File: config.mk
export PLATFORM = sky130hd
export DESIGN_NAME = gaussian
export DESIGN_NICKNAME = d
export VERILOG_FILES = /design/src/rtl/gaussian.sv
export SDC_FILE = /design/constraint.sdc
export NUM_CORES = 1
export LEC_CHECK = 0
export ABC_AREA = 1
export CELL_PAD_IN_SITES_DETAIL_PLACEMENT = 2
export CELL_PAD_IN_SITES_GLOBAL_PLACEMENT = 2
export CORE_MARGIN = 2
export CORE_UTILIZATION = 32
export CTS_CLUSTER_SIZE = 16
export DETAILED_ROUTE_END_ITERATION = 12
export PLACE_DENSITY = 0.88
export REMOVE_ABC_BUFFERS = 1
export SYNTH_ARGS = -nofsm -noshare
export SYNTH_HDL_FRONTEND = slang
export SYNTH_SLANG_ARGS = --single-unit
export TNS_END_PERCENT = 1
File: constraint.sdc
create_clock -name clk_in -period 5 [get_ports clk_in]
set_input_delay 1 -clock clk_in [delete_from_list [all_inputs] [get_ports clk_in]]
set_output_delay 1 -clock clk_in [all_outputs]
set_load 0.02 [all_outputs]
File: src/rtl/gaussian.sv
// 3x3 Gaussian smoothing kernel [1 2 1; 2 4 2; 1 2 1]/16, two registered stages, one transaction in flight.
// Optional macro GAUSSIAN_ROUND_EN selects round-half-up; otherwise the result is truncated.
module gaussian #(
  parameter int WIDTH = 8
) (
  input  logic               clk_in,
  input  logic               rst_in,
  input  logic [3*WIDTH-1:0] r0_data_in,
  input  logic [3*WIDTH-1:0] r1_data_in,
  input  logic [3*WIDTH-1:0] r2_data_in,
  input  logic               data_valid_in,
  output logic [WIDTH-1:0]   data_out,
  output logic               data_valid_out,
  output logic               error_out,
  output logic               busy_out
);

  localparam int SW = WIDTH + 2;
  localparam int TW = WIDTH + 4;

  // Horizontal [1 2 1] pass over one row; 4*max fits in WIDTH+2 bits.
  function automatic logic [SW-1:0] row_sum(input logic [3*WIDTH-1:0] row);
    return SW'(row[3*WIDTH-1:2*WIDTH]) + (SW'(row[2*WIDTH-1:WIDTH]) << 1) + SW'(row[WIDTH-1:0]);
  endfunction

  logic [SW-1:0]    s0_q, s1_q, s2_q;
  logic             s_valid_q;
  logic [WIDTH-1:0] data_q;
  logic             valid_q;
  logic             error_q;

  logic             accept_d;
  logic             reject_d;
  logic [TW-1:0]    total_d;
  logic [WIDTH-1:0] data_d;

  // NOTE: every signal driven here gets a value on every path, so no latch is inferred.
  always_comb begin
    accept_d = data_valid_in && !s_valid_q;
    reject_d = data_valid_in && s_valid_q;
    total_d  = TW'(s0_q) + (TW'(s1_q) << 1) + TW'(s2_q);
`ifdef GAUSSIAN_ROUND_EN
    data_d   = WIDTH'((total_d + TW'(8)) >> 4);
`else
    data_d   = WIDTH'(total_d >> 4);
`endif
  end

  // NOTE: sequential state uses non-blocking assignments so all flops update from pre-edge values.
  always_ff @(posedge clk_in or negedge rst_in) begin
    if (!rst_in) begin
      s0_q      <= '0;
      s1_q      <= '0;
      s2_q      <= '0;
      s_valid_q <= 1'b0;
      data_q    <= '0;
      valid_q   <= 1'b0;
      error_q   <= 1'b0;
    end else begin
      if (accept_d) begin
        s0_q <= row_sum(r0_data_in);
        s1_q <= row_sum(r1_data_in);
        s2_q <= row_sum(r2_data_in);
      end
      s_valid_q <= accept_d;
      valid_q   <= s_valid_q;
      error_q   <= reject_d;
      // data_out holds between transactions; it only moves when stage 2 fires.
      if (s_valid_q) data_q <= data_d;
    end
  end

  assign data_out       = data_q;
  assign data_valid_out = valid_q;
  assign error_out      = error_q;
  assign busy_out       = s_valid_q;

endmodule

* Yosys cells after proc, flatten, opt, wreduce, memory -nomap -nowiden
Cells that the tools add are included.
Storage, ports and cells: bits in registers 41, input port bits 75, output and inout port bits 11, word-level logic and storage cells 18
Cells by class: add/sub/neg operators 8, reductions and logical operators 3
Operators by type and width (count):
- $add A10 B8 Y10 | 3
- $add A8 B9 Y10 | 3
- $add A10 B11 Y12 | 1
- $add A12 B10 Y12 | 1
- $logic_and A1 B1 Y1 | 2
- $logic_not A1 Y1 | 1

* Longest topological paths before layout
depth in word-level cells 2, gate-level depth with buffers 13, mapped depth without buffers 13

* Worst setup path before layout
No wires, ideal clock.
kind input port to flip-flop, start point input r0_data_in[1], end point register s0_q[7], setup time 0.123 ns, arrival 2.605 ns, required time 4.877 ns, path slack 2.272 ns, stages 9, buffers on the path 0, cell sequence inv_1 -> fa_1 -> inv_1 -> ha_1 -> fa_1 -> nand4_1 -> nand3_1 -> xnor2_1 -> o21ai_1
Between the ends: longest elaborated chain between the ends 1
Ends and longest elaborated chain:
- from (decl) | line 8 | input logic [3*WIDTH-1:0] r0_data_in,
- $add A10 B8 Y10 | line 23 | return SW'(row[3*WIDTH-1:2*WIDTH]) + (SW'(row[2*WIDTH-1:WIDTH]) << 1) + SW'(row[WIDTH-1:0]);
- to (signal assigned) | line 61 | s0_q <= row_sum(r0_data_in);
- to (decl) | line 26 | logic [SW-1:0] s0_q, s1_q, s2_q;
No other way between the ends. A chain may end at the register's enable or synchronous reset.

* Final worst setup path
start point input r1_data_in[1], end point register s1_q[5]
Between the ends: longest elaborated chain between the ends 1
Ends and longest elaborated chain:
- from (decl) | line 9 | input logic [3*WIDTH-1:0] r1_data_in,
- $add A10 B8 Y10 | line 23
- to (signal assigned) | line 62 | s1_q <= row_sum(r1_data_in);
- to (decl) | line 26
No other way between the ends.

==> summary.txt <==
Critical path
  – Crit start category: input pin
  – Critical Path Sink: s1_q[5]$_DFFE_PN0P_
  – Critical Path Start: r1_data_in[1]
  – Worst R2R End: data_out[6]$_DFFE_PN0P_
  – Worst path required time: 5150 ps
  – Crit Path Max Fanout: 4
  – R2r startpoint: s0_q[7]$_DFFE_PN0P_
  – Critical path arrival: 3290 ps
  – Path depth of the worst reg2reg path: 9
  – Kind of critical path: in2reg
  – Worst reg-to-reg setup slack: 2790 ps
  – Crit path capture type: flip-flop

Synthesis
  – Synthesized flop and latch total: 41
  – Post-Syn Instances: 412
  – Area contributors post-synth: dfrtp_1, fa_1, ha_1
  – Syn Area/Cell: 8.59 um^2
  – Post-synth EDFFs: 0
  – Post-synth top flop: dfrtp_1
  – Asr flop ratio synth: 1.00
  – Share of Yosys cell area claimed by the top area cell type: 0.290
  – Yosys cell types: 26
  – Post-synth top area cell: dfrtp_1
  – Register area share after synthesis: 0.290
  – Leading cell types by count after synthesis: nand2_1, inv_1, dfrtp_1
  – Yosys warns: 0
  – Post-synthesis instance area: 0.00354 mm^2
  – Most frequent cell after synthesis: nand2_1

Power
  – P_int: 1.06 mW
  – NetSw: 0.947 mW
  – Power Dens Cells: 435 mW/mm^2
  – Comb pwr share: 0.632
  – Worst VDD drop: 182 uV
  – Switching Fraction: 0.472
  – Leak: 2.21 nW
  – Clock power share: 0.110
  – Sequential Power Share: 0.258

Run
  – Max-cap violation count: 0

Routing
  – DR WL/cell: 16.6 um
  – Drt pass-1 iters: 4
  – Drt drc: 0
  – Via-to-Cell Ratio: 4.93
  – Drt first-iter violations: 121
  – Remaining antenna violation count: 0
  – Routed Wire Length: 10600 um
  – Vias: 3143

Floorplan
  – Die footprint: 0.0119 mm^2
  – Io pins: 86
  – Die span in y: 109 um
  – Die W: 109 um
  – Core Box Area: 0.0108 mm^2
  – Rows: 38
  – Initial Util: 0.328

CTS
  – Reg clk slew, reported paths: 80 ps
  – CTS sink count: 41
  – Clk buf depth: 2
  – H-Tree Depth: 2
  – Hold_buf cts: 0
  – Total setup buffers inserted after CTS: 0
  – Skew-Pair Late Insertion Delay: 290 ps
  – CTS Root Cell: clkbuf_8
  – PostCTS Resize Cnt: 0
  – CTS Buf Count: 5
  – CTS tree: built

Placed design
  – Post-Place Cells: 631
  – Final weighted congestion in routability-driven placement: 0.776
  – DP HPWL: 8970 um
  – Placed cell area: 0.00452 mm^2
  – IO buf count: 85

STA
  – Worst Tran Pin Value: 927 ps
  – Setup_tns: 0 ps
  – Post-layout min period: 3140 ps
  – Hold slack: 489 ps
  – Setup violations, final: 0
  – Final Max Tran Viols: 0
  – Clock Skews: 4.71 ps
  – Worst relative slew slack: 0.382
  – Final period util: 0.628
  – Final Hold Viols: 0
  – F_max: 319 MHz
  – RSZ-0062 raised after global routing: no

Global route
  – GR Overflow Total: 0
  – Total track usage: 0.194
  – Initial antenna violation count: 0
  – Vias in the first global route: 3588
  – First-pass GRT wire length: 17800 um
  – Largest net degree at the start of global routing: 42

Hold path
  – HP Class: reg2reg

Final layout
  – Fin cells: 638
  – Final Cell Area: 0.00461 mm^2
  – Filler cells: 1194
  – Diodes inserted: 0
  – Share of cells above drive strength 1: 0.0321
  – Area of the multi-input gates: 0.00228 mm^2
  – Final Core Density: 0.427
  – Flip-flop and latch area: 0.00103 mm^2
  – Area grow syn2layout: 30.3%
  – Nets: 642

Run status
  – Status: completed
==> power groups by stage <==
| stage | clock network (mW) | logic (mW) | registers (mW) |
|---|---|---|---|
| 4_1_cts | 0.226 | 1.28 | 0.520 |
| 5_1_grt | 0.240 | 1.45 | 0.533 |
| 3_5_place_dp | 0 | 1.26 | 0.525 |
| 6_report | 0.221 | 1.27 | 0.518 |
| 2_1_floorplan | 0 | 0.803 | 0.542 |
| 3_3_place_gp | 0 | 1.17 | 0.518 |
==> logic make-up (layout without fill, tap and decap cells) <==
kind of cell	Yosys count	count (layout)	synth area share
AND/OR/NAND/NOR	176	176	0.210
adder cells (fa/ha/maj)	69	69	0.314
AO/OA/AOI/OAI	58	58	0.0948
buffers and inverters	58	144	0.0661
flip-flops	41	41	0.290
XOR/XNOR	10	10	0.0248
==> flip-flops by register name, summed over array words and instances, names as in the netlist <==
name	flops
s1_q	10
error_out	1
s0_q	10
s2_q	10
data_valid_out	1
data_out	8
busy_out	1
==> critical path, stage by stage <==
cell and delay (ps):
clkdlybuf4s50_1 460, inv_1 50, fa_1 520, inv_1 40
ha_1 220, fa_1 450, nand3_1 100, nand2_1 70
xnor2_1 230, o21ai_0 130
==> final cells by class <==
| type | count | area share |
|---|---|---|
| flip-flops and latches | 41 | 0.223 |
| multi-input cells | 313 | 0.494 |
| inverters | 52 | 0.0429 |
| repair buffers | 85 | 0.183 |
| well taps | 140 | 0.0380 |
| clock buffers | 7 | 0.0187 |
==> through the flow <==
step / power (mW) / setup slack, ps
after floorplan: 1.34 / 2260
after global placement: 1.68 / 1680
after detailed placement: 1.79 / 1550
after CTS: 2.03 / 1840
after global routing: 2.22 / 1740
final: 2.01 / 1860
==> worst min-delay path by stage <==
stage / start / endpoint / slack (ps) / cells after the start
final: data_out[1]$_DFFE_PN0P_ / data_out[1]$_DFFE_PN0P_ / 490 / 2
after global routing: data_out[1]$_DFFE_PN0P_ / data_out[1]$_DFFE_PN0P_ / 540 / 2
after CTS: data_out[0]$_DFFE_PN0P_ / data_out[0]$_DFFE_PN0P_ / 500 / 2
after detailed placement: data_out[0]$_DFFE_PN0P_ / data_out[0]$_DFFE_PN0P_ / 480 / 2
after global placement: data_out[1]$_DFFE_PN0P_ / data_out[1]$_DFFE_PN0P_ / 460 / 2
after floorplan: s2_q[2]$_DFFE_PN0P_ / s2_q[2]$_DFFE_PN0P_ / 470 / 2
==> cells in the final DEF (no fill, tap or decap), drive strengths merged, types with 3 or more instances in the layout <==
master	n
nand2	116
clkdlybuf4s50	84
inv	52
dfrtp	41
ha	36
nand3	34
fa	33
a21oi	25
o21ai	21
nor2	17
xnor2	10
clkbuf	7
a31oi	6
nand4	5
o21a	3
or2	3
==> per-layer routing <==
metal  track usage  vias to the layer above  share of wire  routed length, um
li1              -                     1506              -                  -
met3        0.0353                       26          0.032                339
met2         0.357                       57           0.54               5780
met1         0.223                     1554           0.39               4140
met5             0                        -              0                  0
met4        0.0696                        0          0.033                348
No activity file was read; power rests on OpenSTA's default activity.
